## config.mk

```make
export PLATFORM = sky130hd
export DESIGN_NAME = clk_div_monitor
export DESIGN_NICKNAME = d
export VERILOG_FILES = /design/src/rtl/clk_mon_pkg.sv /design/src/rtl/edge_detect.sv /design/src/rtl/clk_div_monitor.sv
export SDC_FILE = /design/constraint.sdc
export NUM_CORES = 1
export LEC_CHECK = 0
export ABC_AREA = 0
export CAP_MARGIN = 15
export CORE_AREA = 8 8 94 96
export DETAILED_ROUTE_END_ITERATION = 7
export DIE_AREA = 0 0 102 104
export HOLD_SLACK_MARGIN = 0.12
export PLACE_DENSITY = 0.76
export REMOVE_ABC_BUFFERS = 1
export SLEW_MARGIN = 15
export SYNTH_ARGS = -nofsm -noshare
export SYNTH_HDL_FRONTEND = slang
export SYNTH_HIERARCHICAL = 1
export SYNTH_SLANG_ARGS = --single-unit
```

## constraint.sdc

```tcl
create_clock -name clk_in -period 3.9 [get_ports clk_in]
set_clock_uncertainty 0.05 [all_clocks]
set_input_delay 0.39 -clock clk_in [delete_from_list [all_inputs] [get_ports clk_in]]
set_output_delay 0.39 -clock clk_in [all_outputs]
set_load 0.02 [all_outputs]
```

## src/rtl/clk_mon_pkg.sv

```systemverilog
// Shared types and defaults for the divided-clock monitor.
package clk_mon_pkg;
    localparam int CNT_W_DEF   = 8;
    localparam int TIMEOUT_DEF = 255;

    typedef enum logic [1:0] {
        WAIT_RISE,
        HIGH,
        LOW
    } state_t;
endpackage

```

## src/rtl/edge_detect.sv

```systemverilog
// Two-flop sampler of a clk_in-derived signal with rise/fall strobes.
module edge_detect (
    input  logic clk_i,
    input  logic rst_ni,
    input  logic sig_i,
    output logic rise_o,
    output logic fall_o
);
    logic s1_q;
    logic s2_q;

    always_ff @(posedge clk_i or negedge rst_ni) begin
        if (!rst_ni) begin
            s1_q <= 1'b0;
            s2_q <= 1'b0;
        end else begin
            s1_q <= sig_i;
            s2_q <= s1_q;
        end
    end

    assign rise_o = s1_q & ~s2_q;
    assign fall_o = ~s1_q & s2_q;
endmodule

```

## src/rtl/clk_div_monitor.sv

```systemverilog
// Measures high, low and period of a divided clock in clk_in cycles
// and flags mismatches against expected values and stuck phases.
import clk_mon_pkg::*;

module clk_div_monitor #(
    parameter int CNT_W   = CNT_W_DEF,
    parameter int TIMEOUT = TIMEOUT_DEF
) (
    input  logic             clk_in,
    input  logic             rst,
    input  logic             enable,
    input  logic             sig_in,
    input  logic [CNT_W:0]   exp_period,
    input  logic [CNT_W-1:0] exp_high,
    output logic [CNT_W:0]   period_out,
    output logic [CNT_W-1:0] high_out,
    output logic [CNT_W-1:0] low_out,
    output logic             meas_valid,
    output logic             match,
    output logic [7:0]       err_count,
    output logic             stuck
);
    localparam logic [CNT_W-1:0] TO  = CNT_W'(TIMEOUT);
    localparam logic [CNT_W-1:0] ONE = CNT_W'(1);

    logic rise;
    logic fall;

    state_t           state_q, state_d;
    logic [CNT_W-1:0] hcnt_q, hcnt_d;
    logic [CNT_W-1:0] lcnt_q, lcnt_d;
    logic [CNT_W:0]   per_q, per_d;
    logic [CNT_W-1:0] high_q, high_d;
    logic [CNT_W-1:0] low_q, low_d;
    logic             valid_q, valid_d;
    logic             match_q, match_d;
    logic [7:0]       err_q, err_d;
    logic             stuck_q, stuck_d;
    logic [CNT_W:0]   sum;
    logic             hit;

    edge_detect u_edge (
        .clk_i  (clk_in),
        .rst_ni (rst),
        .sig_i  (sig_in),
        .rise_o (rise),
        .fall_o (fall)
    );

    assign sum = {1'b0, hcnt_q} + {1'b0, lcnt_q};
    assign hit = (sum == exp_period) && (hcnt_q == exp_high);

    always_comb begin
        state_d = state_q;
        hcnt_d  = hcnt_q;
        lcnt_d  = lcnt_q;
        per_d   = per_q;
        high_d  = high_q;
        low_d   = low_q;
        valid_d = 1'b0;
        match_d = match_q;
        err_d   = err_q;
        stuck_d = stuck_q;
        if (!enable) begin
            state_d = WAIT_RISE;
            hcnt_d  = '0;
            lcnt_d  = '0;
        end else begin
            unique case (state_q)
                WAIT_RISE: begin
                    if (rise) begin
                        hcnt_d  = ONE;
                        lcnt_d  = '0;
                        state_d = HIGH;
                    end
                end
                HIGH: begin
                    if (fall) begin
                        lcnt_d  = ONE;
                        state_d = LOW;
                    end else if (hcnt_q == TO) begin
                        stuck_d = 1'b1;
                        hcnt_d  = '0;
                        state_d = WAIT_RISE;
                    end else begin
                        hcnt_d = hcnt_q + ONE;
                    end
                end
                LOW: begin
                    if (rise) begin
                        // Publish the completed period and start the next one
                        per_d   = sum;
                        high_d  = hcnt_q;
                        low_d   = lcnt_q;
                        valid_d = 1'b1;
                        match_d = hit;
                        stuck_d = 1'b0;
                        if (!hit && err_q != 8'hFF) err_d = err_q + 8'd1;
                        hcnt_d  = ONE;
                        lcnt_d  = '0;
                        state_d = HIGH;
                    end else if (lcnt_q == TO) begin
                        stuck_d = 1'b1;
                        hcnt_d  = '0;
                        lcnt_d  = '0;
                        state_d = WAIT_RISE;
                    end else begin
                        lcnt_d = lcnt_q + ONE;
                    end
                end
                default: state_d = WAIT_RISE;
            endcase
        end
    end

    always_ff @(posedge clk_in or negedge rst) begin
        if (!rst) begin
            state_q <= WAIT_RISE;
            hcnt_q  <= '0;
            lcnt_q  <= '0;
            per_q   <= '0;
            high_q  <= '0;
            low_q   <= '0;
            valid_q <= 1'b0;
            match_q <= 1'b0;
            err_q   <= '0;
            stuck_q <= 1'b0;
        end else begin
            state_q <= state_d;
            hcnt_q  <= hcnt_d;
            lcnt_q  <= lcnt_d;
            per_q   <= per_d;
            high_q  <= high_d;
            low_q   <= low_d;
            valid_q <= valid_d;
            match_q <= match_d;
            err_q   <= err_d;
            stuck_q <= stuck_d;
        end
    end

    assign period_out = per_q;
    assign high_out   = high_q;
    assign low_out    = low_q;
    assign meas_valid = valid_q;
    assign match      = match_q;
    assign err_count  = err_q;
    assign stuck      = stuck_q;
endmodule

```

== Word level (Yosys, flattened, before mapping) ==
Cells that the tools add are included.
Storage, ports and cells
  bits in registers: 56
  latch bits: 0
  RAM bits: 0
  ROM bits: 0
  output and inout port bits: 36
  word-level logic and storage cells: 75
  memories kept: 0
Operators by class
  add/subtract/negate cells: 4
  $mul: 0
  divide/modulo/power cells: 0
  $lt $le $gt $ge: 0
  equal/unequal tests: 16
  shift-type cells: 0
  mux-type cells: 28
  bitwise logic cells: 4
  reductions and logical operators: 11
Operators with widths (count)
  $mux 8: 11
  $pmux 8 s3: 2
  $add 8x1->8 const B: 3
  $eq 8x8->1 const B: 2
  $mux 2: 6
  $ne 3x3->1 const B: 4
  $add 8x8->9: 1
  $eq 9x9->1: 1
  $reduce_and 3->1: 3
  $eq 8x8->1: 1
  $ne 4x4->1 const B: 2
  $ne 8x8->1 const B: 1
  $reduce_and 4->1: 2
  $mux 1: 7
  $pmux 2 s3: 1
  $reduce_and 5->1: 1
  $ne 2x2->1 const B: 2
  $ne 4x1->1 const B: 1
  $and 1x1->1: 2
  $eq 2x1->1 const B: 1
  $eq 2x2->1 const B: 1
  $logic_and 1x1->1: 2
  $logic_not 2->1: 1
  $not 1->1: 2
  3 further kinds: 3

== Depth between registers and ports, before layout ==
  depth in word-level cells: 6
  mapped depth: 11

== Hierarchy ==
Netlist, hierarchy kept.
By module, submodules not included
  clk_div_monitor: instances 1, cells each 317, area each 3154.3 um^2, sequential area each 1351.3 um^2
  edge_detect: instances 1, cells each 4, area each 65.1 um^2, sequential area each 50.0 um^2

== Worst setup path before layout ==
OpenSTA, ideal clock, no wires.
  path kind: register to register
  start: register hcnt_q[0]
  end: register err_q[3], in the netlist err_count[3]
  arrival: 2516 ps
  required time: 3740 ps
  slack: 1223 ps
  cell stages (with the launch flop): 12
  buffers on the path: 1
  period minus slack after synthesis: 2677 ps
  path through: dfrtp_1 -> ha_1 -> inv_1 -> fa_1 -> nor2b_1 -> o22ai_1 -> xor2_1 -> mux2i_1 -> nor4_4 -> and2_1 -> buf_6 -> o41ai_1
On the way
  cells in the longest elaborated chain, start to end: 6
  elaborated cells between the ends (all ways): 7
  classes of those cells: add/sub (1); eq/ne (2); reduce/logical (4)
RTL lines
  start: declaration: line clk_div_monitor.sv:30  | logic [CNT_W-1:0] hcnt_q, hcnt_d;
  start signal: assignment: line clk_div_monitor.sv:130  | hcnt_q <= hcnt_d;
  $add 8x8->9: line clk_div_monitor.sv:50  | assign sum = {1'b0, hcnt_q} + {1'b0, lcnt_q};
  $eq 9x9->1: line clk_div_monitor.sv:51  | assign hit = (sum == exp_period) && (hcnt_q == exp_high);
  $logic_and 1x1->1 (*): line clk_div_monitor.sv:51
  $logic_not 1->1 (*): line clk_div_monitor.sv:98  | if (!hit && err_q != 8'hFF) err_d = err_q + 8'd1;
  $logic_and 1x1->1 (*): line clk_div_monitor.sv:98
  $reduce_and 4->1 (no source line) (*)
  end signal: assignment: line clk_div_monitor.sv:137  | err_q <= err_d;
  end: declaration: line clk_div_monitor.sv:37  | logic [7:0] err_q, err_d;
Mark *: on every way between the ends. The rest lies on a longest branch, timed or not.
A chain may end at the register's enable or synchronous reset.

== Worst setup path in the final report ==
  start: register hcnt_q[0]
  end: register err_q[7], in the netlist err_count[7]
The elaborated chain is that of the path after synthesis.

==> qor.csv <==
metric;value;unit
post-synth top area share;43.53;%
Yosys cell types;52;
crit path launch type;register;
Vias/cell;5.455;
Core Box Area;0.007447;mm^2
Int Power;0.0008506;W
synthesized area;0.003219;mm^2
Achievable Freq;323.2;MHz
Starting Density;43.23;%
first drt pass iteration count;4;
CTS root buffer;clkbuf_8;
Die X-Extent;102;um
vias in the first global route;2611;
num rows;32;
Routed WL per cell;16.22;um
FFs w/ async S/R, synth;100.0;%
commonest register cell after synthesis;dfrtp_1;
wirelength, routed;7.836;mm
max_cap viols;0;
RePlAce Congestion;0.8393;
Clock Sinks;56;
Critical Path End Type;register;
Synth Warn #;6;
TritonCTS clock tree;done;
ANT cells;0;
Comb power frac;21.9;%
initial antenna violation count;0;
CTS Buf Count;5;
final setup fails;0;
RSZ-0062 raised after global routing;no;
Max transition margin;44.18;%
fin crit share;79.33;%
Avg Synthesized Cell Area;10.03;um^2
Peak VDD IR;0.2036;mV
Hold Crit Class;reg -> reg;
post-synthesis instance total;321;
Final Critical Period;3094;ps
CP required;4040;ps
Seq/Total Area, Yosys;43.53;%
Resized cells post-CTS;0;
final instance area;0.003983;mm^2
Pwr Density;309.0;mW/mm^2
most numerous cell in the Yosys netlist;dfrtp_1;
IO Port Bufs;56;
Setup Fix Bufs, Post-CTS;0;
CP arrival;3230;ps
H-tree levels;2;
most area-hungry cell type in the Yosys netlist;dfrtp_1;
Worst-Margin Slew;837.4;ps
GR Overflow Total;0;
Final ANT Viol Nets;0;
Clock Tree Buf Depth;2;
Post-synth EDFFs;0;
Net Sw Power;0.0003801;W
Sw Ratio;30.88;%
Seq cells post-synth;56;
DR vias;2635;
post-placement cell area;0.003884;mm^2
Reg clk slew, reported paths;100;ps
Final Hold Viols;0;
setup TNS;0;ps
top post-synthesis cells by area;dfrtp_1 44%, ha_1 5.8%, mux2_2 5.6%, o21ai_0 5.4%, xor2_1 3.5%;
die height;104;um
DRT iter0 DRCs;188;
Sequential Power Share;51.7;%
commonest cells in the netlist;56 x dfrtp_1, 35 x o21ai_0, 29 x nand2_1;
CP Max Fanout;10;
fin nets;417;
Top Ports;57;
clock latency on the worst-skew pair;310;ps
share of layout cells above drive strength 1;9.449;%
Slew Limit Fails;0;
DRC;0;
pin count of the biggest net entering global routing;42;
GRT Util Overall;14.94;%
dpl hpwl;5.990;mm
WS Path Type;reg -> reg;
first-pass GRT wire length;12.79;mm
status;finished clean;
Area Growth Syn to Fin;23.71;%
Die Area;0.01061;mm^2
Leak;1.759;nW
clock network power share;26.4;%
## critical path: stages (launching register included)
cell	delay [ps]
dfrtp_1	480
ha_1	240
inv_1	70
fa_1	410
nor2b_1	200
o21ai_2	110
and2_1	180
xnor3_1	220
nor4_4	500
and2_1	360
o21ai_0	140
## kinds of logic after synthesis
logic type                 share of synthesized area [%]
muxes                                              6.568
and+or+nand+nor                                    16.36
xor gates and xnor gates                           7.384
buffers and inverters                              2.215
DFF                                                43.53
adders and majority gates                          6.452
AOI/OAI and AO/OA                                  17.49
## layer usage
layer	part of all wire [%]	vias to the layer above	track usage, %
li1	-	1294	-
met5	0	-	0
met4	0.73	0	3.358
met3	7.5	5	4.150
met1	43	1261	18.56
met2	48	75	24.80
## final cells by class
cell class / count / area [um^2]
clock buffers: 6 / 72.57
clock inverters: 2 / 16.27
fillers: 704 / 3465
inverters: 10 / 37.54
multi-input cells: 248 / 1747
flip-flops and latches: 56 / 1401
well taps: 102 / 127.6
repair buffers: 59 / 580.6
## metrics by stage
stage	utilization (%)	total power, W	hold WS [ps]	setup slack, ps	std cells
5_1_grt	53.48	0.001299	370.6	597.3	483
6_report	53.48	0.001231	344.0	805.9	483
2_1_floorplan	-	0.0008095	44.41	1058	314
3_3_place_gp	52.15	0.0009076	318.9	969.3	474
3_5_place_dp	52.15	0.0009161	326.2	834.0	474
4_1_cts	53.48	0.001242	349.9	823.6	483
## sequential cells by signal (all words and copies together) (netlist names)
name and count:
high_out 8, hcnt_q 8, low_out 8, period_out 9, stuck 1, state_q 2, u_edge/s2_q 1, err_count 8
match 1, lcnt_q 8, meas_valid 1, u_edge/s1_q 1
## path summary, 6_finish.rpt
path / slack (ps) / end / from / cells after the start
setup / recovery: 810 / err_count[7] / hcnt_q[0] / 10
hold reg to reg: 340 / u_edge/s2_q / u_edge/s1_q / 0
hold / removal: 340 / u_edge/s2_q / u_edge/s1_q / 0
min in group asynchronous: 550 / err_count[5] / rst / 2
setup reg to reg: 810 / err_count[7] / hcnt_q[0] / 10
max in group asynchronous: 2420 / hcnt_q[4] / rst / 3
## what timing repair did
item,4_1_cts,5_1_grt
endpoints found under the setup margin,0,0
hold buffers,1,0
hold endpoints to repair,22,0
## power groups by stage
stage | clock network (W) | logic (W) | registers [W]
floorplan | 0 | 0.000156 | 0.000654
global placement | 0 | 0.000263 | 0.000645
detailed placement | 0 | 0.000269 | 0.000647
CTS | 0.000336 | 0.000271 | 0.000636
global route | 0.000355 | 0.000304 | 0.000640
finish | 0.000325 | 0.000269 | 0.000636
## layout by cell type (no fill, tap or decap), types with 2 or more instances in the layout
| master | instances |
|---|---|
| nand4_1 | 5 |
| nand2_1 | 29 |
| o22ai_1 | 2 |
| nor3_1 | 4 |
| a32o_1 | 2 |
| xnor3_1 | 2 |
| o41ai_1 | 6 |
| clkdlybuf4s50_1 | 55 |
| o21a_1 | 4 |
| dfrtp_1 | 56 |
| and3_1 | 9 |
| mux2i_1 | 2 |
| inv_1 | 10 |
| buf_4 | 2 |
| nand3_1 | 10 |
| a311o_1 | 2 |
| xor2_1 | 13 |
| clkbuf_8 | 5 |
| a21oi_1 | 10 |
| or3_1 | 3 |
| a31oi_1 | 7 |
| or4_1 | 2 |
| a31o_2 | 2 |
| nor2b_1 | 4 |
| a21o_1 | 2 |
| or2_2 | 3 |
| mux2_2 | 16 |
| a21boi_0 | 4 |
| o21ai_0 | 35 |
| nand2b_1 | 6 |
| nor2_1 | 18 |
| and2_1 | 3 |
| ha_1 | 15 |
| xnor2_1 | 9 |
Power figures use the tool's default switching activity.
